### config.mk
export PLATFORM = sky130hd
export DESIGN_NAME = layer_sched_flat
export DESIGN_NICKNAME = d
export VERILOG_FILES = /design/src/rtl/layer_sched_pkg.sv /design/src/rtl/layer_sched_if.sv /design/src/rtl/layer_sched_desc_ram.sv /design/src/rtl/layer_sched.sv /design/src/flat_wrapper.sv
export SDC_FILE = /design/constraint.sdc
export NUM_CORES = 2
export LEC_CHECK = 0
export ABC_AREA = 1
export BUFFER_PORTS_ARGS = -buffer_cell sky130_fd_sc_hd__buf_2
export CORE_UTILIZATION = 40
export CTS_CLUSTER_DIAMETER = 80
export DETAILED_ROUTE_END_ITERATION = 8
export SYNTH_ARGS = -nofsm -noshare
export SYNTH_HDL_FRONTEND = slang
export SYNTH_SLANG_ARGS = --single-unit
export TNS_END_PERCENT = 1
### constraint.sdc
create_clock -name clk -period 4.6 [get_ports clk]
set_clock_uncertainty 0.05 [all_clocks]
set_input_delay 0.69 -clock clk [delete_from_list [all_inputs] [get_ports clk]]
set_output_delay 0.69 -clock clk [all_outputs]
set_load 0.01 [all_outputs]
### src/rtl/layer_sched_pkg.sv
// Shared types for the layer sequencer: descriptor layout, FSM states, descriptor word indices.
package tiny_dnn_ctrl_pkg;

   localparam int W_SHAPE_I = 0;
   localparam int W_SHAPE_O = 1;
   localparam int W_BATCH   = 2;
   localparam int W_FLAGS   = 3;

   typedef enum logic [3:0] {
      S_IDLE,
      S_FETCH,
      S_WLOAD,
      S_BLOAD,
      S_RUN,
      S_GAP_W,
      S_GAP_B,
      S_GAP_R,
      S_DONE
   } sched_state_e;

   typedef struct packed {
      logic [3:0]  id;
      logic [9:0]  is;
      logic [4:0]  ih;
      logic [4:0]  iw;
      logic [2:0]  kh;
      logic [2:0]  kw;
      logic [3:0]  od;
      logic [9:0]  os;
      logic [4:0]  oh;
      logic [4:0]  ow;
      logic [7:0]  fs;
      logic [11:0] ss;
      logic [11:0] ds;
      logic [7:0]  nsamp;
      logic        bload_en;
      logic        wload_en;
   } layer_desc_t;

   // A zero sample count would never finish the run phase, so it means one sample.
   function automatic logic [7:0] samp_target(input logic [7:0] nsamp);
      return (nsamp == 8'd0) ? 8'd1 : nsamp;
   endfunction

endpackage

### src/rtl/layer_sched_if.sv
// Descriptor write bus, observed input stream and phase controls between host side and layer_sched.
interface layer_sched_if;
   logic        cfg_we;
   logic [5:0]  cfg_addr;
   logic [31:0] cfg_wdata;
   logic        src_valid;
   logic        src_ready;
   logic        src_last;
   logic        s_fin;
   logic        run;
   logic        wwrite;
   logic        bwrite;

   modport master (
      output cfg_we, cfg_addr, cfg_wdata, src_valid, src_ready, src_last, s_fin,
      input  run, wwrite, bwrite
   );

   modport slave (
      input  cfg_we, cfg_addr, cfg_wdata, src_valid, src_ready, src_last, s_fin,
      output run, wwrite, bwrite
   );
endinterface

### src/rtl/layer_sched_desc_ram.sv
// Descriptor table: DEPTH layers x 4 words x 32 bits, word-granular write, registered whole-row read.
module layer_desc_ram #(
   parameter int DEPTH = 16,
   localparam int AW = $clog2(DEPTH)
) (
   input  logic          clk,
   input  logic          wr_en,
   input  logic [5:0]    wr_addr,
   input  logic [31:0]   wr_data,
   input  logic [AW-1:0] rd_layer,
   output logic [127:0]  rd_row
);

   logic [31:0] mem [DEPTH][4];

   always_ff @(posedge clk) begin
      if (wr_en && ({1'b0, wr_addr[5:2]} < 5'(DEPTH))) begin
         mem[wr_addr[2 +: AW]][wr_addr[1:0]] <= wr_data;
      end
      rd_row <= {mem[rd_layer][3], mem[rd_layer][2], mem[rd_layer][1], mem[rd_layer][0]};
   end

endmodule

### src/rtl/layer_sched.sv
// Multi-layer sequencer: walks the descriptor table, drives weight/bias/run phases per layer.
// Optional PERF_CNT_EN adds saturating per-phase cycle counters cyc_wload/cyc_bload/cyc_run.
module layer_sched
   import tiny_dnn_ctrl_pkg::*;
#(
   parameter int MAX_LAYERS = 16
`ifdef PERF_CNT_EN
   , parameter int CNT_W = 32
`endif
) (
   input  logic         clk,
   input  logic         rst,
   layer_sched_if.slave bus,
   input  logic [4:0]   nlayers,
   input  logic         start,
   input  logic         abort,
   output logic [3:0]   id,
   output logic [9:0]   is,
   output logic [4:0]   ih,
   output logic [4:0]   iw,
   output logic [3:0]   od,
   output logic [9:0]   os,
   output logic [4:0]   oh,
   output logic [4:0]   ow,
   output logic [7:0]   fs,
   output logic [2:0]   kh,
   output logic [2:0]   kw,
   output logic [11:0]  ss,
   output logic [11:0]  ds,
   output logic [3:0]   layer_idx,
   output logic         busy,
   output logic         done
`ifdef PERF_CNT_EN
   , output logic [CNT_W-1:0] cyc_wload
   , output logic [CNT_W-1:0] cyc_bload
   , output logic [CNT_W-1:0] cyc_run
`endif
);

   localparam int LAW = $clog2(MAX_LAYERS);

   sched_state_e state, state_nx;
   layer_desc_t  cur, fetch_desc;
   logic [127:0] rd_row;
   logic [31:0]  wrd_i, wrd_o, wrd_b, wrd_f;
   logic [3:0]   rd_idx;
   logic [4:0]   nlayers_r;
   logic [7:0]   samp_cnt;
   logic         phase_end, last_samp, last_layer;
   logic         ctl_run, ctl_wwrite, ctl_bwrite;
   logic         unused_pad;

   // The row for the next FETCH is read a cycle early: layer 0 while idle, layer_idx+1 otherwise.
   assign rd_idx = (state == S_IDLE) ? 4'd0 : layer_idx + 4'd1;

   layer_desc_ram #(.DEPTH(MAX_LAYERS)) u_ram (
      .clk      (clk),
      .wr_en    (bus.cfg_we & ~busy),
      .wr_addr  (bus.cfg_addr),
      .wr_data  (bus.cfg_wdata),
      .rd_layer (rd_idx[LAW-1:0]),
      .rd_row   (rd_row)
   );

   assign wrd_i = rd_row[W_SHAPE_I*32 +: 32];
   assign wrd_o = rd_row[W_SHAPE_O*32 +: 32];
   assign wrd_b = rd_row[W_BATCH*32 +: 32];
   assign wrd_f = rd_row[W_FLAGS*32 +: 32];

   always_comb begin
      fetch_desc          = '0;
      fetch_desc.id       = wrd_i[29:26];
      fetch_desc.is       = wrd_i[25:16];
      fetch_desc.ih       = wrd_i[15:11];
      fetch_desc.iw       = wrd_i[10:6];
      fetch_desc.kh       = wrd_i[5:3];
      fetch_desc.kw       = wrd_i[2:0];
      fetch_desc.od       = wrd_o[31:28];
      fetch_desc.os       = wrd_o[27:18];
      fetch_desc.oh       = wrd_o[17:13];
      fetch_desc.ow       = wrd_o[12:8];
      fetch_desc.fs       = wrd_o[7:0];
      fetch_desc.ss       = wrd_b[31:20];
      fetch_desc.ds       = wrd_b[19:8];
      fetch_desc.nsamp    = wrd_b[7:0];
      fetch_desc.bload_en = wrd_f[1];
      fetch_desc.wload_en = wrd_f[0];
   end

   assign unused_pad = ^{wrd_i[31:30], wrd_f[31:2], cur.wload_en};

   assign phase_end  = bus.src_valid & bus.src_ready & bus.src_last;
   assign last_samp  = ({1'b0, samp_cnt} + 9'd1) == {1'b0, samp_target(cur.nsamp)};
   assign last_layer = ({1'b0, layer_idx} + 5'd1) >= nlayers_r;

   always_ff @(posedge clk or posedge rst) begin
      if (rst) begin
         state <= S_IDLE;
      end else begin
         state <= state_nx;
      end
   end

   always_comb begin
      state_nx   = state;
      ctl_run    = 1'b0;
      ctl_wwrite = 1'b0;
      ctl_bwrite = 1'b0;
      busy       = 1'b1;
      done       = 1'b0;
      case (state)
         S_IDLE: begin
            busy = 1'b0;
            if (start) state_nx = S_FETCH;
         end
         S_FETCH: begin
            if (nlayers_r == 5'd0)       state_nx = S_DONE;
            else if (fetch_desc.wload_en) state_nx = S_WLOAD;
            else if (fetch_desc.bload_en) state_nx = S_BLOAD;
            else                          state_nx = S_RUN;
         end
         S_WLOAD: begin
            ctl_wwrite = 1'b1;
            if (phase_end) state_nx = S_GAP_W;
         end
         S_GAP_W: state_nx = cur.bload_en ? S_BLOAD : S_RUN;
         S_BLOAD: begin
            ctl_bwrite = 1'b1;
            if (phase_end) state_nx = S_GAP_B;
         end
         S_GAP_B: state_nx = S_RUN;
         S_RUN: begin
            ctl_run = 1'b1;
            if (bus.s_fin && last_samp) state_nx = S_GAP_R;
         end
         S_GAP_R: state_nx = last_layer ? S_DONE : S_FETCH;
         S_DONE: begin
            busy     = 1'b0;
            done     = 1'b1;
            state_nx = S_IDLE;
         end
         default: begin
            busy     = 1'b0;
            state_nx = S_IDLE;
         end
      endcase
      if (abort) state_nx = S_IDLE;
   end

   assign bus.run    = ctl_run;
   assign bus.wwrite = ctl_wwrite;
   assign bus.bwrite = ctl_bwrite;

   // Sequence bookkeeping; shape outputs only change on a real FETCH so they survive idle and abort.
   always_ff @(posedge clk or posedge rst) begin
      if (rst) begin
         layer_idx <= 4'd0;
         samp_cnt  <= 8'd0;
         nlayers_r <= 5'd0;
         cur       <= '0;
      end else if (abort) begin
         layer_idx <= 4'd0;
         samp_cnt  <= 8'd0;
      end else begin
         case (state)
            S_IDLE: if (start) begin
               nlayers_r <= nlayers;
               layer_idx <= 4'd0;
               samp_cnt  <= 8'd0;
            end
            S_FETCH: if (nlayers_r != 5'd0) cur <= fetch_desc;
            S_RUN:   if (bus.s_fin) samp_cnt <= last_samp ? 8'd0 : samp_cnt + 8'd1;
            S_GAP_R: if (!last_layer) layer_idx <= layer_idx + 4'd1;
            default: ;
         endcase
      end
   end

   assign id = cur.id;
   assign is = cur.is;
   assign ih = cur.ih;
   assign iw = cur.iw;
   assign od = cur.od;
   assign os = cur.os;
   assign oh = cur.oh;
   assign ow = cur.ow;
   assign fs = cur.fs;
   assign kh = cur.kh;
   assign kw = cur.kw;
   assign ss = cur.ss;
   assign ds = cur.ds;

`ifdef PERF_CNT_EN
   // Counters restart on an accepted start and freeze outside the phases they measure.
   always_ff @(posedge clk or posedge rst) begin
      if (rst) begin
         cyc_wload <= '0;
         cyc_bload <= '0;
         cyc_run   <= '0;
      end else if (state == S_IDLE && start && !abort) begin
         cyc_wload <= '0;
         cyc_bload <= '0;
         cyc_run   <= '0;
      end else begin
         if (state == S_WLOAD && cyc_wload != '1) cyc_wload <= cyc_wload + 1'b1;
         if (state == S_BLOAD && cyc_bload != '1) cyc_bload <= cyc_bload + 1'b1;
         if (state == S_RUN   && cyc_run   != '1) cyc_run   <= cyc_run + 1'b1;
      end
   end
`endif

endmodule
### src/flat_wrapper.sv
// flat-port wrapper written by rule: the top's interface ports become plain ports
module layer_sched_flat import tiny_dnn_ctrl_pkg::*;
#(
   parameter int MAX_LAYERS = 16

)
  (clk, rst, nlayers, start, abort, id, is, ih, iw, od, os, oh, ow, fs, kh, kw, ss, ds, layer_idx, busy, done, bus_cfg_we, bus_cfg_addr, bus_cfg_wdata, bus_src_valid, bus_src_ready, bus_src_last, bus_s_fin, bus_run, bus_wwrite, bus_bwrite);
  layer_sched_if bus_i ();
  input  logic clk;
  input  logic rst;
  input  logic [4:0] nlayers;
  input  logic start;
  input  logic abort;
  output logic [3:0] id;
  output logic [9:0] is;
  output logic [4:0] ih;
  output logic [4:0] iw;
  output logic [3:0] od;
  output logic [9:0] os;
  output logic [4:0] oh;
  output logic [4:0] ow;
  output logic [7:0] fs;
  output logic [2:0] kh;
  output logic [2:0] kw;
  output logic [11:0] ss;
  output logic [11:0] ds;
  output logic [3:0] layer_idx;
  output logic busy;
  output logic done;
  input wire logic [$bits(bus_i.cfg_we)-1:0] bus_cfg_we;
  input wire logic [$bits(bus_i.cfg_addr)-1:0] bus_cfg_addr;
  input wire logic [$bits(bus_i.cfg_wdata)-1:0] bus_cfg_wdata;
  input wire logic [$bits(bus_i.src_valid)-1:0] bus_src_valid;
  input wire logic [$bits(bus_i.src_ready)-1:0] bus_src_ready;
  input wire logic [$bits(bus_i.src_last)-1:0] bus_src_last;
  input wire logic [$bits(bus_i.s_fin)-1:0] bus_s_fin;
  output wire logic [$bits(bus_i.run)-1:0] bus_run;
  output wire logic [$bits(bus_i.wwrite)-1:0] bus_wwrite;
  output wire logic [$bits(bus_i.bwrite)-1:0] bus_bwrite;
  assign bus_i.cfg_we = bus_cfg_we;
  assign bus_i.cfg_addr = bus_cfg_addr;
  assign bus_i.cfg_wdata = bus_cfg_wdata;
  assign bus_i.src_valid = bus_src_valid;
  assign bus_i.src_ready = bus_src_ready;
  assign bus_i.src_last = bus_src_last;
  assign bus_i.s_fin = bus_s_fin;
  assign bus_run = bus_i.run;
  assign bus_wwrite = bus_i.wwrite;
  assign bus_bwrite = bus_i.bwrite;
  layer_sched #(.MAX_LAYERS(MAX_LAYERS)) u_core (.clk(clk), .rst(rst), .bus(bus_i), .nlayers(nlayers), .start(start), .abort(abort), .id(id), .is(is), .ih(ih), .iw(iw), .od(od), .os(os), .oh(oh), .ow(ow), .fs(fs), .kh(kh), .kw(kw), .ss(ss), .ds(ds), .layer_idx(layer_idx), .busy(busy), .done(done));
endmodule
==> out/metrics.cfg <==
[outcome]
status=completed

[final_layout]
area_growth_syn_to_layout_pct=12.9
fill_cells=14700
stdcell_count=7235
drive_gt1_frac=0.137
fin_nets=4916

[synth]
synth_top_area_share=0.676
ys_seq_elements=1748
synth_edf_count=1536
yosysWarnings=0
synth_nets=4885
yosysMostFrequentCell=edfxtp_1
async_flop_share=0.0664
synthTopCellsByArea=edfxtp_1 (68%), o221ai_1 (4.9%), dfrtp_1 (4.3%)
syn_area_mm2=0.0682
synth_top_cell_by_area=edfxtp_1
synth_commonest_cells=edfxtp_1 (1536), nand2_1 (584), inv_1 (439), nand3_1 (415), o211ai_1 (385)
avgSynthCellArea_um2=14.1
synthDistinctLibCells=35
ys.flop_type=edfxtp_1
syn_inst=4826
synth_seq_area_share=0.747

[worst_setup_path]
end_kind=register
critPathRequiredTime_ns=5.04
start_kind=register
cpPeakStageDelay_ns=0.60
cpMostUsedCell=nor2_1
cp_cell_sequence=nor2_2 -> inv_1 -> nor2_1 -> nor2_1 -> nor2_1 -> nand3_2 -> buf_4 -> nor2_4 -> buf_4
slowest_stage=nand3_2
arrival_ns=4.03
critical_path.max_fanout=15
crit_type=register to register

[placed_design]
dp_hpwl_mm=95.4
dp_slack_ns=1.03
portBuffers=146
dp_cells=6893
routabilityCongestion=0.801

[drt]
ant_nets=0
drt_iter0_markers=4164
drtPass1Iterations=5
drcViolationCount=0
num_vias=40200
vias_per_cell=5.56
routed_wl_mm=174
wl_per_cell_um=24.1

[cts]
worstSkewPairLatency_ns=0.83
h-tree-depth=4
cts_tree=done
ctsHoldBuffers=3
clock_sinks=1748
ctsResizeCount=0
clock_path_buffers=3
cts_setup_buffers=0
path_clk_slew_ns=0.06
numCtsBuffers=177
cts-root-buf=clkbuf_16

[floorplanning]
dieArea_mm2=0.172
rows=151
start_util=0.403
fp.dieH_um=415
core_area_mm2=0.169
ios=147
dieWidth_um=415

[global_routing]
grt_pass1_vias=39000
overflow=0
track_usage=0.200
grt_pass1_wl_mm=258
antenna_found_initial=13
grt_max_degree=188

[power]
p_sw_frac=0.287
p_comb_frac=0.180
power_density_mw_per_mm2=525
switchingPower_mw=11.6
ir_drop_v=0.000387
seq_power_share=0.467
clkPwrFrac=0.353
intPower_mw=28.9
p_leak_nw=26.4

[sta]
slew_headroom=0.203
finalCritPeriodShare=0.780
min_period_ns=3.59
totalNegativeSetupSlack_ns=0
fmax_ghz=0.279
setup_violations=0
maxSlewViolCount=0
worst_pin_slew_ns=1.19
finalHoldViolations=0
rsz0062_at_grt=no
postLayoutSetupSlackWorst_ns=1.01

[hold_path]
min_path_type=primary input to register

[run]
cap_violations=0

-- final cells by class --
class	instances	area, um2	share of cell area
sequential	1748	50900	0.661
timing repair buffer	270	2050	0.0266
multi-input combinational	2215	13700	0.178
tap	2218	2780	0.0360
inverter	445	1710	0.0222
clock buffer	248	4880	0.0633
antenna	5	12.5	0.000162
clock inverter	86	963	0.0125
-- power by group through the flow --
stage                     combinational [mW]  clock, mW  sequential (mW)
after floorplan                         5.70          0             18.8
after global placement                  7.27          0             19.3
after detailed placement                7.34          0             19.3
after CTS                               7.37       14.5             18.9
after global routing                    8.09       15.1             19.0
final                                   7.30       14.3             18.9
-- per-layer routing --
metal	GRT usage	wire length (um)	vias up	part of all wire
met3	0.0295	10900	251	0.063
met4	0.0584	4100	10	0.024
li1	-	-	18200	-
met2	0.325	83700	1438	0.48
met1	0.278	75300	20300	0.43
met5	0	70	-	0.00040
-- logic make-up after synthesis --
logic type,synth area share
compound gates,0.108
xor+xnor,0.000513
mux,0.0147
fa+ha+maj,0.00128
simple gates,0.0712
flops,0.747
buf+inv,0.0582
-- metrics by stage --
step | hold slack (ns) | util | power [mW] | instance area (um2)
floorplan | 0.390 | - | 24.5 | 68200
global placement | 0.392 | 0.420 | 26.5 | 71200
detailed placement | 0.397 | 0.420 | 26.6 | 71200
CTS | 0.000903 | 0.455 | 40.8 | 77100
global route | 0.0412 | 0.455 | 42.2 | 77100
finish | 0.0658 | 0.455 | 40.5 | 77100
-- flip-flops by register name (all words and copies together), names as in the netlist, 8 cells and up --
signal               count
u_core.os               10
u_core.is               10
u_core.cur               9
u_core.ds               12
u_core.samp_cnt          8
u_core.fs                8
u_core.u_ram.rd_row     96
u_core.u_ram.mem      1536
u_core.ss               12
-- critical path, delay by kind of cell (launching register included) --
kind	cells	cell delay [ns]
buffers and inverters	3	0.86
flip-flops	1	0.42
AND/OR/NAND/NOR	6	1.88
-- worst paths after layout --
kind / startpoint / to / slack [ns] / cells past startpoint
setup / recovery: u_core.state[0] / u_core.u_ram.mem[15][43] / 1.01 / 9
hold / removal: nlayers[0] / u_core.nlayers_r[0] / 0.07 / 3
setup reg to reg: u_core.state[0] / u_core.u_ram.mem[15][43] / 1.01 / 9
hold reg to reg: u_core.u_ram.rd_row[93] / u_core.ss[9] / 0.41 / 1
max in group asynchronous: rst / u_core.cur[2] / 3.18 / 4
min in group asynchronous: rst / u_core.os[1] / 0.46 / 3
-- layout by cell type (no fill, tap or decap), drive strengths merged --
master,netlist,routed
dfrtp,116,116
nand3b,2,2
clkinvlp,0,1
clkbuf,78,248
inv,445,450
o21a,2,2
clkinv,0,69
o211ai,385,385
mux2,89,89
dlygate4sd3,0,3
a31oi,3,3
ha,7,7
bufinv,0,11
nor3b,1,1
o221ai,384,384
nor3,5,5
nor2,108,108
xnor2,3,3
buf,340,267
edfxtp,1536,1536
dfxtp,96,96
nand4,13,13
o21ai,202,202
diode,0,5
nand3,416,416
a21oi,8,8
xor2,1,1
nand2,586,586
No activity file was read; power rests on OpenSTA's default activity.
